## config.mk

```make
export PLATFORM = sky130hd
export DESIGN_NAME = fwd_scoreboard
export DESIGN_NICKNAME = d
export VERILOG_FILES = /design/src/rtl/fwd_scoreboard.sv
export SDC_FILE = /design/constraint.sdc
export NUM_CORES = 1
export LEC_CHECK = 0
export ABC_AREA = 1
export CORE_ASPECT_RATIO = 1.25
export CORE_MARGIN = 2
export CORE_UTILIZATION = 50
export DETAILED_ROUTE_END_ITERATION = 7
export PLACE_DENSITY = 0.86
export SLEW_MARGIN = 0
export SYNTH_ARGS = -nofsm -noshare
export SYNTH_HDL_FRONTEND = slang
export SYNTH_SLANG_ARGS = --single-unit
```

## constraint.sdc

```tcl
create_clock -name clk_in -period 9.7 [get_ports clk_in]
set_input_delay 1.94 -clock clk_in [delete_from_list [all_inputs] [get_ports clk_in]]
set_output_delay 1.94 -clock clk_in [all_outputs]
set_load 0.005 [all_outputs]
```

## src/rtl/fwd_scoreboard.sv

```systemverilog
// Operand-forwarding unit: tracks in-flight producers in a shift register and
// serves read ports from the youngest matching stage, stalling on unready results.
module fwd_scoreboard #(
  parameter int DATA_W   = 16,
  parameter int REG_W    = 3,
  parameter int DEPTH    = 6,
  parameter int NUM_RD   = 2,
  parameter int LAT_W    = 3,
  parameter int ZERO_REG = 0
) (
  input  logic                     clk_in,
  input  logic                     rst_in,
  input  logic                     adv_in,
  input  logic                     flush_in,
  input  logic                     iss_valid_in,
  input  logic                     iss_wr_in,
  input  logic [REG_W-1:0]         iss_reg_in,
  input  logic [LAT_W-1:0]         iss_lat_in,
  input  logic [DEPTH*DATA_W-1:0]  stage_data_in,
  input  logic [NUM_RD*REG_W-1:0]  rd_reg_in,
  input  logic [NUM_RD*DATA_W-1:0] rf_data_in,
  output logic [NUM_RD*DATA_W-1:0] rd_data_out,
  output logic [NUM_RD-1:0]        rd_hit_out,
  output logic                     stall_out,
  output logic [15:0]              stall_cnt_out
);

  // Index 0 holds stage 1 (the most recently issued instruction).
  logic [DEPTH-1:0] valid_reg;
  logic [DEPTH-1:0] wr_reg;
  logic [REG_W-1:0] reg_reg [DEPTH];
  logic [LAT_W-1:0] lat_reg [DEPTH];
  logic [15:0]      stall_cnt_reg;

  logic [NUM_RD-1:0] unavail;
  logic              stall;
  logic [LAT_W-1:0]  iss_lat_norm;

  assign iss_lat_norm = (iss_lat_in == '0) ? LAT_W'(1) : iss_lat_in;

  genvar gi;
  generate
    for (gi = 0; gi < NUM_RD; gi++) begin : g_port
      logic [REG_W-1:0]  src;
      logic [DATA_W-1:0] rf;
      logic              found;
      logic [LAT_W-1:0]  win_stage;
      logic [LAT_W-1:0]  win_lat;
      logic [DATA_W-1:0] win_data;
      logic              is_zero;
      logic [DATA_W-1:0] data;
      logic              hit;
      logic              unav;

      assign src     = rd_reg_in[gi*REG_W +: REG_W];
      assign rf      = rf_data_in[gi*DATA_W +: DATA_W];
      assign is_zero = (ZERO_REG != 0) && (src == '0);

      // Scan oldest to youngest so the youngest live match overwrites the rest.
      always_comb begin
        found     = 1'b0;
        win_stage = '0;
        win_lat   = '0;
        win_data  = '0;
        for (int s = DEPTH - 1; s >= 0; s--) begin
          if (valid_reg[s] && wr_reg[s] && (reg_reg[s] == src)) begin
            found     = 1'b1;
            win_stage = LAT_W'(s + 1);
            win_lat   = lat_reg[s];
            win_data  = stage_data_in[s*DATA_W +: DATA_W];
          end
        end
      end

      always_comb begin
        data = rf;
        hit  = 1'b0;
        unav = 1'b0;
        if (is_zero) begin
          data = '0;
        end else if (found) begin
          if (win_stage >= win_lat) begin
            data = win_data;
            hit  = 1'b1;
          end else begin
            unav = 1'b1;
          end
        end
      end

      assign rd_data_out[gi*DATA_W +: DATA_W] = data;
      assign rd_hit_out[gi]                   = hit;
      assign unavail[gi]                      = unav;
    end
  endgenerate

  assign stall         = iss_valid_in && (|unavail);
  assign stall_out     = stall;
  assign stall_cnt_out = stall_cnt_reg;

  always_ff @(posedge clk_in) begin
    if (rst_in) begin
      valid_reg     <= '0;
      stall_cnt_reg <= '0;
    end else begin
      if (adv_in && stall && !flush_in && (stall_cnt_reg != 16'hFFFF)) begin
        stall_cnt_reg <= stall_cnt_reg + 16'd1;
      end
      if (flush_in) begin
        valid_reg <= '0;
      end else if (adv_in) begin
        for (int s = DEPTH - 1; s >= 1; s--) begin
          valid_reg[s] <= valid_reg[s-1];
          wr_reg[s]    <= wr_reg[s-1];
          reg_reg[s]   <= reg_reg[s-1];
          lat_reg[s]   <= lat_reg[s-1];
        end
        // A stalled or absent issue enters the pipe as a bubble.
        valid_reg[0] <= iss_valid_in && !stall;
        wr_reg[0]    <= iss_wr_in;
        reg_reg[0]   <= iss_reg_in;
        lat_reg[0]   <= iss_lat_norm;
      end
    end
  end

endmodule

```

Word-level counts from Yosys, hierarchy flattened:

Memories as Yosys holds them, arrays and structs flattened.
Cells that the tools add are included.

* output and inout port bits: 51
* input port bits: 146
* memory bits (writable): 36
* memories: 2
* register bits: 28
* logic and storage cells: 117

Memory list
* lat_reg: depth 6, bits a word 3, read ports 6, clocked after Yosys merged registers in 0, wr ports 6, line 32 `logic [LAT_W-1:0] lat_reg [DEPTH];`
* reg_reg: depth 6, bits a word 3, read ports 6, clocked after Yosys merged registers in 0, wr ports 6, line 31 `logic [REG_W-1:0] reg_reg [DEPTH];`

* $add $sub $neg: 1
* reduce and logical (&&, ||, !) cells: 29
* multiplexer cells: 65
* bitwise gates (word level): 2
* order comparisons: 2
* equality and inequality tests: 13

Operators by type and width (count)
* $mux 16: 16
* $mux 3: 25
* $eq 3x3->1: 12
* $mux 1: 24
* $logic_and 1x1->1: 23
* $add 16x1->16 const B: 1
* $ne 16x16->1 const B: 1
* $ge 3x3->1: 2
* $reduce_or 2->1: 2
* $logic_not 3->1: 1
* $reduce_and 3->1: 1
* $logic_not 1->1: 2
* $not 1->1: 2

Logic depth before layout (Yosys ltp):

Gate-level depths: netlist (run 1).
An unclocked memory read counts as a cell.

* word-level depth: 17
* gate-level depth with buffers: 24

Worst setup path before layout (run 1):

Ideal clock, no wire load.

* path type: input to output
* from: input port rd_reg_in[5]
* to: output port rd_data_out[21]
* buffers on the path: 4
* cell stages on the path: 24
* data arrival time: 4.363 ns
* required time: 7.760 ns
* slack: 3.397 ns
* cell sequence: buf_4 > inv_2 > nand2_1 > nand2_1 > nor2_1 > nand2_1 > nand2_1 > nor2_1 > buf_2 > nand2_1 > nand2_1 > o211ai_1 > nand3_1 > nand2_1 > ha_1 > a21oi_1 > o21ai_0 > a31oi_1 > inv_1 > nand2_1 > buf_2 > buf_2 > nand2_1 > nand2_1

* word-level cells in the longest chain between the ends: 11
* elaborated cells between the ends (all ways): 39
* those cells by class: order compare: 1; eq/ne: 6; mux: 26; reduce/logical: 6

Ends and longest elaborated chain
* start: declaration: line 20 `input logic [NUM_RD*REG_W-1:0] rd_reg_in,`
* $eq 3x3->1: line 66 `if (valid_reg[s] && wr_reg[s] && (reg_reg[s] == src)) begin`
* $logic_and 1x1->1: line 66
* $mux 3 (6 in series): line 66
* $ge 3x3->1: line 82 `if (win_stage >= win_lat) begin`
* $mux 16: line 82
* $mux 16 *: line 81 `end else if (found) begin`
* end: declaration: line 22 `output logic [NUM_RD*DATA_W-1:0] rd_data_out,`

Mark *: on every way between the ends. The rest lies on a longest branch, timed or not.

Worst setup path in the final report (run 1):

* from: input port rd_reg_in[1]
* to: output port rd_data_out[12]

Same word-level chain as after synthesis.

==> key figures, run 1 <==
Status
  • Status: complete, no violations

Power
  • Clk pwr share: 39.3%
  • Int Pwr: 0.544 mW
  • Cell Pwr Density: 89.3 nW/um^2
  • Maximum vdd drop: 128 uV
  • Switching Power: 0.154 mW
  • Comb pwr share: 18.0%
  • Sw frac: 22.1%
  • Lkg Pwr: 3.36 nW
  • Sequential Power Share: 42.7%

STA
  • Skew final: 7.54 ps
  • Max Freq: 0.120 GHz
  • Worst-margin pin slew: 1100 ps
  • Final Critical Period: 8300 ps
  • Crit share post-route: 85.6%
  • Setup TNS Final: 0 ps
  • RSZ-0062 raised after global routing: no
  • Final Hold Viols: 0
  • Final setup viols: 0
  • Rel. slew slack: 26.9%
  • Final Max Slew Viols: 0
  • Worst setup margin: 1400 ps

Logic synthesis
  • Async set-reset flop share out of synthesis: 0%
  • Syn Nets: 1,054
  • Top cell type's share of synthesized area: 22.6%
  • Post-synth EDFFs: 42
  • Most frequent cell after synthesis: nand2_1
  • Cells after Synth: 901
  • Sequential share of the synthesized area: 30.5%
  • Top cells by area, synth: edfxtp_1 23%, nand2_1 22%, dfxtp_1 7.9%
  • Netlist cell types: 42
  • Avg Cell Area, Syn: 6.20 sq um
  • Yosys reg bits: 64
  • Ys Warns: 0
  • Ys flop type: edfxtp_1
  • Synth cell count leaders: 332 x nand2_1, 83 x a21oi_1, 77 x inv_1
  • Cell taking the most area after synthesis: edfxtp_1
  • Post-Syn Area: 5580 sq um

Floorplanning
  • Die area: 12,000 sq um
  • Chip width: 98.5 microns
  • Initial Util: 50.9%
  • Row Count: 43
  • # IOs: 197
  • Core area: 11,000 sq um
  • Chip Height: 122 microns

Detailed routing
  • DR pass1 iterations: 5
  • Via count: 6,776
  • Antenna-violating nets left: 0
  • Total Routed Length: 20,100 microns
  • Vias per cell: 5.57
  • Drt initial violations: 477
  • WL/cell: 16.5 microns
  • DRC: 0

Global route
  • Grt ovf: 0
  • Largest net degree at the start of global routing: 27
  • Initial antenna violation count: 4
  • GRT Total Usage: 33.3%
  • Number of global-route vias before repair: 6,127
  • First-pass GRT wire length: 31,800 microns

Layout
  • Share of post-route cells with drive strength above 1: 5.28%
  • Nets: 1,228
  • Final core occ: 71.2%
  • Synthesis-to-layout area growth: 40.0%

Min path
  • Worst hold path class: register to register

Clock network
  • H-tree depth: 3
  • Hold buffers post-CTS: 0
  • Clk sink count: 64
  • CTS tree: done
  • Buffer depth of the longest clock path: 2
  • CTS Root Buffer Type: clkbuf_16
  • Clk_lat worst skew: 330 ps
  • Total CTS buffers: 9
  • Post-CTS Setup Bufs: 0
  • Clk slew on worst S/H paths: 50 ps
  • Post_cts resized: 0

Run
  • Max-cap violations: 0

Critical path
  • CP max FO: 19
  • Worst endpoint data arrival time: 6360 ps
  • Worst Setup Start Kind: input pin
  • CP required: 7760 ps
  • Crit path capture type: output port
  • Critical path class: input pin to output port

Placement
  • IO buf count: 196
  • GPL Wtd Cong: 0.948
  • Hpwl dp: 15,600 microns
  • Dpl ws: 1490 ps
==> worst max-delay path, cell delays in order <==
cell	delay (ps)
clkdlybuf4s50_1	540
inv_2	200
nand2_1	70
nand2_1	60
nor2_1	50
nand2_1	170
inv_2	200
nor2_2	300
buf_4	270
a21oi_1	90
a21oi_1	120
nand3b_1	120
nand2_1	80
ha_1	320
nand2_1	60
o21ai_0	140
a31oi_1	110
nor2_4	420
inv_2	290
nor2_1	150
o21ai_0	100
nand2_1	70
clkdlybuf4s50_1	490
==> metal layers <==
metal  global-route usage, %  wire [microns]
met1                    40.2            7690
met2                    55.8            9600
met3                    9.12            2120
met4                    14.2             658
met5                       0              34
==> metrics by stage <==
stage          std cells  instance area, sq um  total power [mW]  hold WS (ps)
3_3_place_gp        1199                  7560             0.428           432
4_1_cts             1215                  7810             0.701           449
6_report            1217                  7820             0.698           446
2_1_floorplan        901                  5580             0.339           426
5_1_grt             1216                  7820             0.725           463
3_5_place_dp        1199                  7560             0.428           438
==> placed cells by master (no fill, tap or decap), drive strengths merged <==
cell type / count
a211oi: 1
a21boi: 1
a21oi: 84
a22oi: 5
a31oi: 6
buf: 8
clkbuf: 15
clkdlybuf4s50: 196
clkinv: 2
dfxtp: 22
diode: 2
edfxtp: 42
ha: 7
inv: 85
mux2i: 2
nand2: 342
nand3: 75
nand3b: 1
nand4: 19
nor2: 88
nor3: 4
nor4: 1
o2111ai: 1
o211ai: 7
o21a: 2
o21ai: 45
o21bai: 1
o22ai: 1
or2: 3
xnor2: 8
xor2: 6
==> power by group through the flow <==
| stage | Clock (mW) | Combinational (mW) | Sequential [mW] |
|---|---|---|---|
| 3_5_place_dp | 0 | 0.124 | 0.303 |
| 4_1_cts | 0.277 | 0.125 | 0.298 |
| 5_1_grt | 0.290 | 0.136 | 0.298 |
| 2_1_floorplan | 0 | 0.0364 | 0.302 |
| 6_report | 0.274 | 0.126 | 0.298 |
| 3_3_place_gp | 0 | 0.124 | 0.303 |
==> final cells by class <==
type | instances | area, sq um
multi-input cells | 710 | 3350
fillers | 948 | 3160
repair buffers | 204 | 2020
flip-flops and latches | 64 | 1700
inverters | 86 | 323
clock buffers | 15 | 248
well taps | 135 | 169
diodes | 2 | 5.00
clock inverters | 1 | 3.75
==> path summary, 6_finish.rpt <==
kind                  startpoint           endpoint  slack, ps  depth (start not counted)
setup / recovery    rd_reg_in[1]    rd_data_out[12]       1400                         23
hold / removal         wr_reg[4]          wr_reg[5]        450                          0
setup reg to reg  reg_reg[0][10]  stall_cnt_out[14]       5800                         21
hold reg to reg        wr_reg[4]          wr_reg[5]        450                          0
==> logic make-up (layout without fill, tap and decap cells) <==
kind of cell,count (synthesis),count (layout),share of synthesized area (%)
adders and majority gates,7,7,1.57
buffers and inverters,127,306,9.66
muxes,2,2,0.359
AOI/OAI and AO/OA,154,154,14.9
other,0,2,0
xor gates and xnor gates,14,14,2.20
and+or+nand+nor,533,533,40.8
DFF,64,64,30.5
Power figures use the tool's default switching activity.
==> run 2: changes to the inputs <==
--- a/config.mk
+++ b/config.mk
@@ -6,6 +6,7 @@
 export NUM_CORES = 1
 export LEC_CHECK = 0
 export ABC_AREA = 1
+export CAP_MARGIN = 20
 export CORE_ASPECT_RATIO = 1.25
 export CORE_MARGIN = 2
 export CORE_UTILIZATION = 50
==> run 2 against run 1 <==
  * Clock-buffer cell count did not move
  * Via count fell by 0.38%
  * Non-clock buffer count up 1
  * Clock power about the same
  * Fmax grew 0.14%
  * Clock skew fell by 1.3 ps
  * Total power barely moved
  * Flip-flop and latch count stayed put
  * Die area unchanged
  * Highest routed layer unchanged
==> key figures, run 2 (synthesis gave the netlist of run 1 again) <==
Critical path
  • Crit path capture type: output port
  • Worst Setup Start Kind: input pin
  • CP max FO: 19 (unchanged)
  • Worst endpoint data arrival time: 6350 ps (about the same)
  • FF-to-FF path depth: 21 (unchanged)
  • Critical path class: input pin to output port
  • CP required: 7760 ps (about the same)

STA
  • Final Hold Viols: 0 (unchanged)
  • RSZ-0062 raised after global routing: no
  • Final setup viols: 0 (unchanged)
  • Worst setup margin: 1410 ps (+11.3 ps)
  • Setup TNS Final: 0 ps (unchanged)
  • Final Critical Period: 8290 ps (-11.4 ps)
  • Final Max Slew Viols: 0 (unchanged)
  • Skew final: 6.28 ps (-1.25 ps)
  • Rel. slew slack: 33.8% (+6.9 points)
  • Max Freq: 0.121 GHz (+0.14%)
  • Crit share post-route: 85.5% (-0.12 points)
  • Final hold slack: 449 ps (+2.28 ps)
  • Worst-margin pin slew: 989 ps (-107 ps)

Power
  • Sequential Power Share: 42.7% (about the same)
  • Sw frac: 22.1% (about the same)
  • Cell Pwr Density: 89.2 nW/um^2 (about the same)
  • Switching Power: 0.155 mW (+0.12%)
  • Maximum vdd drop: 129 uV (+1.2%)
  • Comb pwr share: 18.0% (about the same)
  • Int Pwr: 0.544 mW (about the same)
  • Clk pwr share: 39.2% (about the same)
  • Lkg Pwr: 3.36 nW (+0.16%)

Clock network
  • CTS tree: done
  • Post_cts resized: 0 (unchanged)
  • Buffer depth of the longest clock path: 2 (unchanged)
  • Hold buffers post-CTS: 0 (unchanged)
  • H-tree depth: 3 (unchanged)
  • Total CTS buffers: 9 (unchanged)
  • Post-CTS Setup Bufs: 0 (unchanged)
  • Clk sink count: 64 (unchanged)
  • Clk slew on worst S/H paths: 50 ps (about the same)
  • Clk_lat worst skew: 330 ps (about the same)
  • CTS Root Buffer Type: clkbuf_16

Layout
  • Register area: 1700 sq um (unchanged)
  • Most frequent cells in the layout: 332 x nand2_1, 196 x clkdlybuf4s50_1, 83 x a21oi_1, 77 x inv_1
  • Most common cell after layout, fill and taps aside: nand2_1
  • Filler cell count: 948 (unchanged)
  • Final core occ: 71.3% (about the same)
  • Share of post-route cells with drive strength above 1: 5.37% (+0.088 points)
  • Nets: 1,229 (+0.081%)
  • Area used by multi-input combinational logic: 3350 sq um (unchanged)
  • Synthesis-to-layout area growth: 40.1% (about the same)

Floorplanning
  • Die area: 12,000 sq um (unchanged)
  • # IOs: 197 (unchanged)
  • Chip width: 98.5 microns (unchanged)
  • Row Count: 43 (unchanged)
  • Core area: 11,000 sq um (unchanged)
  • Initial Util: 50.9% (unchanged)
  • Chip Height: 122 microns (unchanged)

Global route
  • GRT Total Usage: 33.3% (unchanged)
  • Initial antenna violation count: 4 (unchanged)
  • Number of global-route vias before repair: 6,127 (unchanged)
  • Grt ovf: 0 (unchanged)
  • First-pass GRT wire length: 31,800 microns (unchanged)
  • Largest net degree at the start of global routing: 27 (unchanged)

Detailed routing
  • Via count: 6,750 (-0.38%)
  • Drt initial violations: 458 (-4.0%)
  • DR pass1 iterations: 5 (unchanged)
  • WL/cell: 16.5 microns (-0.21%)
  • Vias per cell: 5.54 (-0.47%)
  • Total Routed Length: 20,100 microns (-0.13%)
  • Antenna-violating nets left: 0 (unchanged)
  • DRC: 0 (unchanged)

Min path
  • Hold depth: 0 (unchanged)
  • Worst hold path class: register to register

Placement
  • GPL Wtd Cong: 0.948 (unchanged)
  • Dpl ws: 1490 ps (unchanged)
  • IO buf count: 196 (unchanged)
  • Hpwl dp: 15,600 microns (unchanged)

Status
  • Status: complete, no violations

Run
  • Max-cap violations: 0 (unchanged)
## run 2: through the flow
stage | power (mW) | cell area (sq um) | cells
finish | 0.698 | 7830 | 1218
detailed placement | 0.428 | 7560 | 1199
global route | 0.725 | 7820 | 1217
floorplan | 0.339 | 5580 | 901
CTS | 0.701 | 7810 | 1215
global placement | 0.428 | 7560 | 1199
## run 2: worst paths after layout
kind                                     endpoint  slack, ps            from
worst max register to register  stall_cnt_out[14]       5780  reg_reg[0][10]
worst min register to register          wr_reg[5]        450       wr_reg[4]
worst min-delay path                    wr_reg[5]        450       wr_reg[4]
worst max-delay path              rd_data_out[12]       1410    rd_reg_in[1]
## run 2: layout make-up
cell class	instances	area share (%)
Tap cell	135	2.16
Timing Repair Buffer	205	25.9
Sequential cell	64	21.7
Multi-Input combinational cell	710	42.8
Clock buffer	15	3.17
Antenna cell	2	0.0640
Inverter	86	4.13
Clock inverter	1	0.0480
## run 2: critical path, stage by stage
cell and delay, ps:
clkdlybuf4s50_1 530, inv_2 200, nand2_1 70, nand2_1 60
nor2_1 50, nand2_1 170, inv_2 190, nor2_2 310
buf_4 280, a21oi_1 90, a21oi_1 130, nand3b_1 120
nand2_1 80, ha_1 320, nand2_1 50, o21ai_0 140
a31oi_1 110, nor2_4 410, inv_2 280, nor2_1 150
o21ai_0 100, nand2_1 70, clkdlybuf4s50_1 490
## run 2: power by group through the flow
stage / clock (mW) / sequential [mW] / combinational, mW
after detailed placement: 0 / 0.303 / 0.124
after floorplan: 0 / 0.302 / 0.0364
after global placement: 0 / 0.303 / 0.124
after CTS: 0.277 / 0.298 / 0.125
final: 0.274 / 0.298 / 0.126
after global routing: 0.290 / 0.298 / 0.136
## run 2: layer usage
layer / global-route usage, % / share of wire [%] / vias up
met5: 0 / 0.17 / -
met3: 9.12 / 10 / 68
met4: 14.2 / 3.9 / 4
met2: 55.8 / 47 / 373
met1: 40.2 / 38 / 2998
li1: - / - / 3307
==> run 3: changes to the inputs <==
--- a/config.mk
+++ b/config.mk
@@ -11,7 +11,7 @@
 export CORE_MARGIN = 2
 export CORE_UTILIZATION = 50
 export DETAILED_ROUTE_END_ITERATION = 7
-export PLACE_DENSITY = 0.86
+export PLACE_DENSITY = 0.88
 export SLEW_MARGIN = 0
 export SYNTH_ARGS = -nofsm -noshare
 export SYNTH_HDL_FRONTEND = slang
==> run 3 against run 2 <==
  * Combinational power hardly changed
  * Critical path depth stayed put
  * Die area stayed put
  * Highest routed layer is now met4
  * Routed wire length is 1.6% higher
  * First-iteration DRC count is 6.1% higher
  * Utilization is 0.16 points lower
  * Clock power hardly changed
  * Critical path type unchanged
  * Clock-buffer cell count is 6 lower
==> key figures, run 3 (synthesis gave the netlist of run 1 again) <==
Detailed routing
  • Top layer in use: met4
  • DRC: 0 (unchanged)
  • Vias per cell: 5.57 (+0.57%)
  • WL met2: 9780 microns (+3.1%)
  • Met3 Routed Length: 1900 microns (-9.6%)
  • DR pass1 iterations: 5 (unchanged)
  • Via count: 6,766 (+0.24%)
  • WL/cell: 16.8 microns (+1.9%)
  • Antenna-violating nets left: 0 (unchanged)
  • Drt initial violations: 486 (+6.1%)
  • Total Routed Length: 20,400 microns (+1.6%)
  • Met1 WL: 7630 microns (-0.63%)

STA
  • Final Critical Period: 8550 ps (+263 ps)
  • Skew final: 4.77 ps (-1.51 ps)
  • Final hold slack: 451 ps (+2.07 ps)
  • Rel. slew slack: 32.4% (-1.4 points)
  • Worst-margin pin slew: 1010 ps (+21.0 ps)
  • Max Freq: 0.117 GHz (-3.1%)
  • Crit share post-route: 88.2% (+2.7 points)
  • Final Hold Viols: 0 (unchanged)
  • RSZ-0062 raised after global routing: no
  • Final setup viols: 0 (unchanged)
  • Setup TNS Final: 0 ps (unchanged)
  • Final Max Slew Viols: 0 (unchanged)

Run
  • Max-cap violations: 0 (unchanged)

Min path
  • Hold EP: wr_reg[3]
  • Hold_sp: wr_reg[2]
  • Worst hold path class: register to register
  • Hold depth: 0 (unchanged)

Critical path
  • Worst Setup Start Kind: input pin
  • Crit path capture type: output port
  • Critical R2R Launch: reg_reg[0][9]
  • R2R Setup Slk: 5570 ps (-210 ps)
  • CP required: 7760 ps (about the same)
  • CP max FO: 19 (unchanged)
  • Reg2reg end: stall_cnt_out[14]
  • Critical path class: input pin to output port
  • Worst endpoint data arrival time: 6610 ps (+260 ps)
  • FF-to-FF path depth: 20 (-4.8%)

Floorplanning
  • Core area: 11,000 sq um (unchanged)
  • Row Count: 43 (unchanged)
  • # IOs: 197 (unchanged)
  • Chip width: 98.5 microns (unchanged)
  • Chip Height: 122 microns (unchanged)
  • Die area: 12,000 sq um (unchanged)
  • Initial Util: 50.9% (unchanged)

Clock network
  • H-tree depth: 3 (unchanged)
  • CTS Root Buffer Type: clkbuf_16
  • Buffer depth of the longest clock path: 2 (unchanged)
  • Post_cts resized: 0 (unchanged)
  • CTS tree: done
  • Clk sink count: 64 (unchanged)
  • Post-CTS Setup Bufs: 0 (unchanged)
  • Total CTS buffers: 9 (unchanged)
  • Hold buffers post-CTS: 0 (unchanged)
  • Clk slew on worst S/H paths: 50 ps (about the same)
  • Clk_lat worst skew: 330 ps (about the same)

Power
  • Maximum vdd drop: 140 uV (+8.5%)
  • Cell Pwr Density: 89.4 nW/um^2 (+0.21%)
  • Power Total: 0.698 mW (about the same)
  • Lkg Pwr: 3.36 nW (-0.12%)

Layout
  • Most common cell after layout, fill and taps aside: nand2_1
  • Final core occ: 71.1% (-0.16 points)
  • Share of post-route cells with drive strength above 1: 5.38% (+0.0099 points)
  • Most frequent cells in the layout: 332 x nand2_1, 196 x clkdlybuf4s50_1, 83 x a21oi_1, 77 x inv_1
  • Post-route cell area: 7810 sq um (-0.22%)
  • Antenna Cells: 0 (-2)
  • Nets: 1,227 (-0.16%)
  • Synthesis-to-layout area growth: 39.8%
  • Filler cell count: 967 (+2.0%)

Placement
  • IO buf count: 196 (unchanged)
  • GPL Wtd Cong: 0.986 (+4.0%)
  • Hpwl dp: 15,900 microns (+2.1%)
  • Area of placed instances: 7550 sq um (-0.20%)

Global route
  • Largest net degree at the start of global routing: 28 (+3.7%)
  • Grt ovf: 0 (unchanged)
  • Number of global-route vias before repair: 6,318 (+3.1%)
  • Initial antenna violation count: 0 (-4)
  • First-pass GRT wire length: 31,900 microns (+0.22%)
  • GRT Total Usage: 33.8% (+0.58 points)

Status
  • Status: complete, no violations
-- run 3: area by class of cell --
| type | count | area, sq um | share of cell area [%] |
|---|---|---|---|
| well taps | 135 | 169 | 2.16 |
| repair buffers | 203 | 2010 | 25.8 |
| clock inverters | 7 | 28.8 | 0.369 |
| inverters | 86 | 323 | 4.13 |
| clock buffers | 9 | 225 | 2.88 |
| flip-flops and latches | 64 | 1700 | 21.8 |
| multi-input cells | 710 | 3350 | 42.9 |
-- run 3: power breakdown --
part	internal, mW	switching, mW
Combinational	0.0769	0.0503
Sequential	0.295	0.00336
Clock	0.167	0.106
Total	0.538	0.160
-- run 3: worst max-delay path, cell delays in order --
cell and delay, ps:
clkdlybuf4s50_1 620, inv_2 110, nor2_1 100, nor2_1 60
nand2_2 120, inv_2 160, nor2_2 630, a21oi_1 140
nand2_1 110, o211ai_1 90, nand3_1 100, nand2_1 70
ha_1 310, a21oi_1 150, o21ai_0 100, a31oi_1 250
inv_1 70, nand2_1 220, buf_4 270, inv_1 290
nand3_1 200, nand2_1 60, clkdlybuf4s50_1 430
-- run 3: worst max path at each step --
stage / from / endpoint / slack (ps) / cells past startpoint
floorplan: rd_reg_in[5] / rd_data_out[21] / 3400 / 24
global placement: rd_reg_in[1] / rd_data_out[11] / 1350 / 22
detailed placement: rd_reg_in[4] / rd_data_out[17] / 1280 / 23
CTS: rd_reg_in[4] / rd_data_out[17] / 1270 / 23
global route: rd_reg_in[4] / rd_data_out[24] / 760 / 23
finish: rd_reg_in[4] / rd_data_out[20] / 1150 / 23
-- run 3: layer usage --
layer	global-route usage, %	up-vias
met4	19.0	0
met2	58.6	378
met3	8.32	71
li1	-	3290
met5	0	-
met1	38.0	3027
-- run 3: metrics by stage --
stage               instances  setup WS (ps)
finish                   1214           1150
global route             1214            760
global placement         1197           1350
CTS                      1213           1270
detailed placement       1197           1280
floorplan                 901           3400
